### src/rtl/vending_machine_a_b.sv
// vending_machine_a_b
//   Two-item coin vending controller. Credit is accumulated in 5-unit steps
//   in a 3-bit state register (S0..S20 = 0..4 units of 5). When a clock edge
//   sees no coin and the credit covers the selected item's price, the item is
//   dispensed and the change is returned. Both appear as a one-cycle
//   registered pulse, and the credit is cleared.
//
// Ports
//   clk         system clock, rising edge
//   rst         synchronous reset, active low
//   coin[1:0]   00 none, 01 five, 10 ten, 11 invalid (ignored)
//   sel_item    0 = Item A, 1 = Item B; only looked at on a vend edge
//   dispense_A  one-cycle pulse, Item A vended
//   dispense_B  one-cycle pulse, Item B vended
//   change[1:0] change in fives (00 none, 01 five, 10 ten), valid with a dispense
module vending_machine_a_b #(
  parameter int PRICE_A  = 10,
  parameter int PRICE_B  = 15,
  parameter int MAX_CRED = 20
) (
  input  logic       clk,
  input  logic       rst,
  input  logic [1:0] coin,
  input  logic       sel_item,
  output logic       dispense_A,
  output logic       dispense_B,
  output logic [1:0] change
);

  typedef enum logic [2:0] {
    S0  = 3'd0,
    S5  = 3'd1,
    S10 = 3'd2,
    S15 = 3'd3,
    S20 = 3'd4
  } state_t;

  // All arithmetic is done in units of 5, so the state code is the credit.
  localparam logic [2:0] MAX_U = 3'(MAX_CRED / 5);
  localparam logic [2:0] PA_U  = 3'(PRICE_A / 5);
  localparam logic [2:0] PB_U  = 3'(PRICE_B / 5);

  state_t     state, state_nxt;
  logic       disp_a_nxt, disp_b_nxt;
  logic [1:0] change_nxt;
  logic [2:0] units, add_u, price_u;
  logic [3:0] sum_u;

  always_comb begin
    state_nxt  = state;
    disp_a_nxt = 1'b0;
    disp_b_nxt = 1'b0;
    change_nxt = 2'b00;
    units      = state;
    add_u      = (coin == 2'b01) ? 3'd1 : (coin == 2'b10) ? 3'd2 : 3'd0;
    sum_u      = {1'b0, units} + {1'b0, add_u};
    price_u    = sel_item ? PB_U : PA_U;

    if (coin == 2'b01 || coin == 2'b10) begin
      // A coin that would overflow the ceiling is refused; credit holds.
      if (sum_u <= {1'b0, MAX_U}) state_nxt = state_t'(sum_u[2:0]);
    end else if (coin == 2'b00 && units >= price_u) begin
      // Vend only on an edge with no coin present. An invalid code (11) counts
      // as a coin being present, so it neither adds credit nor triggers a vend.
      disp_a_nxt = ~sel_item;
      disp_b_nxt = sel_item;
      change_nxt = 2'(units - price_u);
      state_nxt  = S0;
    end
  end

  always_ff @(posedge clk) begin
    if (!rst) begin
      state      <= S0;
      dispense_A <= 1'b0;
      dispense_B <= 1'b0;
      change     <= 2'b00;
    end else begin
      state      <= state_nxt;
      dispense_A <= disp_a_nxt;
      dispense_B <= disp_b_nxt;
      change     <= change_nxt;
    end
  end

endmodule

### config.mk
export PLATFORM = sky130hd
export DESIGN_NAME = vending_machine_a_b
export DESIGN_NICKNAME = d
export VERILOG_FILES = /design/src/rtl/vending_machine_a_b.sv
export SDC_FILE = /design/constraint.sdc
export NUM_CORES = 1
export LEC_CHECK = 0
export ABC_AREA = 1
export CORE_AREA = 2 2 39 41
export CTS_BUF_LIST = sky130_fd_sc_hd__clkbuf_8 sky130_fd_sc_hd__clkbuf_16
export DETAILED_ROUTE_END_ITERATION = 16
export DIE_AREA = 0 0 41 43
export GPL_TIMING_DRIVEN = 0
export PLACE_DENSITY_LB_ADDON = 0.25
export SKIP_CTS_REPAIR_TIMING = 1
export SYNTH_ARGS = -nofsm -noshare
export SYNTH_HDL_FRONTEND = slang
export SYNTH_SLANG_ARGS = --single-unit
### constraint.sdc
create_clock -name clk -period 3.97 [get_ports clk]
set_input_delay 0.794 -clock clk [delete_from_list [all_inputs] [get_ports clk]]
set_output_delay 0.794 -clock clk [all_outputs]
set_load 0.02 [all_outputs]
==> metrics.md, run 1 <==
| Metric | Value |
|---|---|
| # diodes | 0 |
| Post-synth EDFFs | 0 |
| Hold Crit Class | reg2reg |
| Net switching power | about 0.000047 W |
| Largest incremental delay on the critical path | approximately 500 ps |
| Post-route DRC | 0 |
| Top-area cell type share of the netlist area | between 30% and 40% |
| Final GP Congestion | ~0.8 |
| Global-route wire length before repair | about 1200 um |
| Status | complete, no violations |
| Crit path launch type | primary input |
| Layout Nets | 80 |
| Count leader, synth | inv_1 |
| Cell Area, Synth | between 400 and 500 um^2 |
| Layout cells sized above 1 | under 10% |
| Measured slew at the worst slew-check pin | between 200 and 300 ps |
| DR vias/cell | 4.277 |
| Post-DP Area | between 500 and 600 um^2 |
| Total CTS buffers | 3 |
| Synthesized netlist net count | 67 |
| Clock latency on the worst-skew pair | 220 ps |
| Crit path capture type | register |
| Fin crit period | 2561 ps |
| Pwr Density | ~350 nW/um^2 |
| WL/cell | 8.349 um |
| CP cell instances | clkdlybuf4s50_1, inv_1, ha_1, ha_1, fa_1, inv_1, nand2_1, nand3_2, nand2_2, nand3_1, a21oi_1 |
| Pin count of the biggest net entering global routing | 7 |
| CP Max Fanout | 4 |
| Vias | about 360 |
| IO buf count | 8 |
| Post-synthesis sequential area ratio | between 30% and 40% |
| Max_slew headroom | between 80% and 90% |
| DRT antenna net count | 0 |
| Starting DRT DRC Count | 3 |
| DR pass1 iterations | 4 |
| Max Freq | between 0.3 and 0.4 GHz |
| Initial antenna violation count | 0 |
| Most used routing layer | met2 |
| Commonest cells post-synth | inv_1, nand2_1, nand3_1 |
| Met1 Resource Use GR | between 10% and 20% |
| Die Height | ~43 um |
| Setup TNS | 0 ps |
| Met2 Track Usage GR | about 16% |
| Global route overflow | 0 |
| Boundary Pins | 9 |
| Clk pwr share | between 40% and 50% |
| DRT Wirelength | 693 um |
| Chip width | approximately 41 um |
| GRT Overall Usage | around 11% |
| Yosys top cell by area | dfxtp_1 |
| Post-DP HPWL | 593.8 um |
| RSZ-0062 raised after global routing | false |
| Met3 Use GR | about 3.1% |
| Fin. max-slew vios | 0 |
| Internal power | around 0.00015 W |
| Bufs and invs on worst path | 3 |
| Sw frac | about a quarter |
| Seq pwr share | ~38% |
| CTS tree | done |
| Most used DFF post-synth | dfxtp_1 |
| Final Hold Fails | 0 |
| Arr. time, crit path | about 2700 ps |
| Critical-path top delay cell | fa_1 |
| YS warnings | 0 |
| DIE AREA | about 1800 um^2 |
| Leak pwr | around 0.27 nW |
| Number of global-route vias before repair | between 300 and 400 |
| Core ar. | roughly 1400 um^2 |
| H-Tree Depth | 1 |
| Mapped Cells | 55 |
| Starting Density | between 30% and 40% |
| Area contributors post-synth | dfxtp_1, ha_1, inv_1 |
| Tcrit/Tclk final | 64.52% |
| Clock slew at reported path FFs | around 40 ps |
| Ys async rst share | 0% |
| Seq cells post-synth | 7 |
| Final Instance Area | approximately 570 um^2 |
| Clock Tree Buf Depth | 2 |
| Number of clock sinks | 7 |
| Comb pwr share | 14.7% |
| Mean post-synth cell area | about 7.7 um^2 |
| Setup Skew | 1.470 ps |
| P&R area growth vs syn | 34.42% |
| Clock root buffer | clkbuf_8 |
| Req. time, crit path | between 4000 and 5000 ps |
| Delay-heaviest family, CP | adder cells |
| Max cap viols | 0 |
| Peak supply drop | 0.0001170 V |
| Final setup fails | 0 |
| Unique masters post-synth | 13 |
| Row count | 14 |
| CP Class | in2reg |
==> placed cells by master, fill, tap and decap left out <==
cell type        Yosys  final
nand3b_1             1      1
nand3_2              1      1
or2_1                1      1
inv_1               11     12
fa_1                 1      1
nor3b_1              1      1
clkbuf_8             0      3
a21oi_1              3      3
ha_1                 6      6
dfxtp_1              7      7
clkdlybuf4s50_1      0      8
nand2_2              1      1
nand3_1              8      8
nand2_1              8      8
nor2_1               6      6
==> registers in the layout (all words and copies together), names as in the netlist <==
| signal | flops |
|---|---|
| change | 2 |
| dispense_B | 1 |
| dispense_A | 1 |
| state | 3 |
==> through the flow <==
stage / hold WS (ps) / instances / util, % / setup slack (ps) / total power (W)
2_1_floorplan: 472.1 / 55 / - / 1771 / 0.00009758
3_3_place_gp: 494.8 / 79 / 37.70 / 1164 / 0.0001067
3_5_place_dp: 498.9 / 79 / 37.70 / 1166 / 0.0001072
4_1_cts: 506.1 / 83 / 40.96 / 1393 / 0.0002045
5_1_grt: 549.6 / 83 / 40.96 / 1266 / 0.0002167
6_report: 505.2 / 83 / 40.96 / 1409 / 0.0002006
==> per-layer routing <==
layer / part of all wire (%) / routed length [um] / up-vias
met1: 44 / 308 / 151
met4: 0 / 0 / 0
li1: - / - / 197
met5: 0 / 0 / -
met3: 6.1 / 42 / 0
met2: 49 / 342 / 7
==> logic make-up after synthesis <==
| logic type | after synthesis | synth area share [%] |
|---|---|---|
| AND/OR/NAND/NOR | 27 | 30.86 |
| buffers and inverters | 11 | 9.792 |
| adder cells (fa/ha/maj) | 7 | 22.55 |
| flip-flops | 7 | 33.23 |
| AO/OA/AOI/OAI | 3 | 3.560 |
==> path summary, 6_finish.rpt <==
kind / slack, ps / endpoint / cells past startpoint / startpoint
worst max-delay path: 1410 / state[1] / 11 / coin[1]
worst min-delay path: 510 / state[0] / 2 / state[0]
worst max register to register: 2340 / state[1] / 8 / state[0]
worst min register to register: 510 / state[0] / 2 / state[0]
==> cell type report <==
| cell class | count | area, um^2 |
|---|---|---|
| inverters | 11 | 41.29 |
| multi-input cells | 37 | 240.2 |
| repair buffers | 8 | 80.08 |
| flip-flops and latches | 7 | 140.1 |
| well taps | 16 | 20.02 |
| clock inverters | 1 | 3.754 |
| fillers | 158 | 817.0 |
| clock buffers | 3 | 41.29 |
==> power by group through the flow <==
| stage | clock (W) | sequential, W | combinational (W) |
|---|---|---|---|
| floorplan | 0 | 0.0000768 | 0.0000208 |
| global placement | 0 | 0.0000772 | 0.0000295 |
| detailed placement | 0 | 0.0000773 | 0.0000299 |
| CTS | 0.0000983 | 0.0000761 | 0.0000301 |
| global route | 0.000105 | 0.0000766 | 0.0000350 |
| finish | 0.0000950 | 0.0000760 | 0.0000296 |
==> worst min-delay path, cell delays in order, from the launching register on <==
cell     delay (ps)
dfxtp_1         320
nand3_1          80
a21oi_1          50
No activity file was read; power rests on OpenSTA's default activity.
==> run 2, diff against run 1 <==
==> constraint.sdc (replaced) <==
create_clock -name clk -period 2.1 [get_ports clk]
set_input_delay 0.42 -clock clk [delete_from_list [all_inputs] [get_ports clk]]
set_output_delay 0.42 -clock clk [all_outputs]
set_load 0.02 [all_outputs]
==> metrics.md, run 2 (synthesis gave the netlist of run 1 again) <==
| Metric | Value |
|---|---|
| Worst r2r dst | state[1] |
| GRT Overall Usage | 10.76% (unchanged) |
| Global-route wire length before repair | 1248 um (unchanged) |
| Non-Filler Instances | 83 (unchanged) |
| Pwr Density | 653.3 nW/um^2 (+85%) |
| Max Freq | between 0.5 and 0.6 GHz |
| Req. time, crit path | 2260 ps (-1860 ps) |
| DIE AREA | 1763 um^2 (unchanged) |
| Final setup fails | 0 (unchanged) |
| Starting Density | 30.47% (unchanged) |
| Top reg by flops | state |
| Pre-CTS WS | -330.0 ps (-1496 ps) |
| Fin. max-slew vios | 0 (unchanged) |
| Crit path launch type | primary input |
| Tcrit/Tclk final | a little under nine tenths |
| Global route overflow | 0 (unchanged) |
| Clock Tree Buf Depth | 2 (unchanged) |
| Post-DP Area | 521.8 um^2 (unchanged) |
| P&R area growth vs syn | 38.58% |
| Total CTS buffers | 3 (unchanged) |
| Clock slew at reported path FFs | 40 ps (about the same) |
| Hold path endpoint | state[0] |
| H-Tree Depth | 1 (unchanged) |
| Core ar. | 1384 um^2 (unchanged) |
| Fin crit period | 1798 ps |
| Die Height | 43 um (unchanged) |
| Final GP Congestion | 0.8003 (unchanged) |
| Layout cells sized above 1 | 13.43% (+6.0 points) |
| Number of clock sinks | 7 (unchanged) |
| Number of global-route vias before repair | 325 (unchanged) |
| Clock root buffer | clkbuf_8 |
| PnR worst setup slack | 301.7 ps (-1107 ps) |
| Final Hold Fails | 0 (unchanged) |
| WL/cell | 8.373 um (+0.29%) |
| Status | complete, no violations |
| Hold Startpoint | state[0] |
| CTS tree | done |
| Layout Nets | 80 (unchanged) |
| RSZ-0062 raised after global routing | false |
| Post-route DRC | 0 (unchanged) |
| CP Max Fanout | 4 (unchanged) |
| Commonest non-fill, non-tap cell in the layout | inv_1 |
| DRT Wirelength | 695 um (+0.29%) |
| Post-DP HPWL | 593.8 um (unchanged) |
| DR vias/cell | 4.373 (+2.3%) |
| Peak supply drop | 0.0002225 V (+90%) |
| DRT antenna net count | 0 (unchanged) |
| Initial antenna violation count | 0 (unchanged) |
| Cells after DPL | 79 (unchanged) |
| Boundary Pins | 9 (unchanged) |
| Most frequent cells in the layout | inv_1, nand3_1, nand2_1 |
| Setup TNS | 0 ps (unchanged) |
| Pin count of the biggest net entering global routing | 7 (unchanged) |
| Largest registers | state: 3 flops, change: 2 flops |
| Clock latency on the worst-skew pair | 220 ps (about the same) |
| Starting DRT DRC Count | 1 (-2) |
| WHS | 516.4 ps (+11.17 ps) |
| DR pass1 iterations | 4 (unchanged) |
| Arr. time, crit path | 1960 ps (-750 ps) |
| Measured slew at the worst slew-check pin | 262.0 ps (-0.3980 ps) |
| FF-to-FF path depth | 8 (unchanged) |
| Max reg flops | 3 (unchanged) |
| Hold Crit Class | reg2reg |
| Hold path depth | 2 (unchanged) |
| Vias | 363 (+2.3%) |
| Leak pwr | 0.2839 nW (+5.2%) |
| Max cap viols | 0 (unchanged) |
| Reg-to-reg slack, setup | 490 ps (-1850 ps) |
| IO buf count | 8 (unchanged) |
| Setup Skew | 0.2602 ps (-1.210 ps) |
| # diodes | 0 (unchanged) |
| Row count | 14 (unchanged) |
| Final Instance Area | 584.3 um^2 (+3.1%) |
| CP Class | in2reg |
| Chip width | 41 um (unchanged) |
| Max_slew headroom | 82.47% (about the same) |
| Crit path capture type | register |
| Reg2reg start | state[0] |
-- run 2: how the worst max path moves through the flow --
stage,startpoint,endpoint,slack [ps],depth (start not counted)
CTS,coin[1],state[1],-100,11
global route,coin[1],state[1],180,11
global placement,coin[1],state[1],-330,11
detailed placement,coin[1],state[1],-330,11
floorplan,coin[1],state[1],270,10
finish,coin[1],state[1],300,11
-- run 2: cell type report --
class	instances	area [um^2]
multi-input cells	37	252.7
fillers	155	799.5
repair buffers	8	85.08
well taps	16	20.02
flip-flops and latches	7	140.1
clock buffers	3	41.29
inverters	11	41.29
clock inverters	1	3.754
-- run 2: through the flow --
step / util (%) / total power [W]
floorplan: - / 0.0001845
global placement: 37.70 / 0.0002018
detailed placement: 37.70 / 0.0002027
CTS: 40.96 / 0.0003867
global route: 42.22 / 0.0004120
finish: 42.22 / 0.0003818
-- run 2: report_power, final --
part	total [W]	leakage, nW	switching [W]	internal [W]
Combinational	0.0000587	0.200	0.0000314	0.0000273
Clock	0.000179	0.0269	0.0000533	0.000126
Sequential	0.000144	0.0566	0.00000569	0.000138
Total	0.000382	0.284	0.0000905	0.000291
-- run 2: critical path, stage by stage --
cell	delay, ps
dlymetal6s2s_1	100
inv_1	60
ha_2	170
ha_2	180
fa_1	520
inv_1	40
nand2_1	60
nand3_2	90
nand2_2	90
nand3_1	80
a21oi_2	140
-- run 2: metal layers --
layer | up-vias | global-route usage, % | part of all wire [%]
met2 | 7 | 15.94 | 51
met4 | 0 | 10.00 | 0
met1 | 160 | 11.33 | 43
met3 | 0 | 3.141 | 6.0
met5 | - | 0 | 0
li1 | 196 | - | -
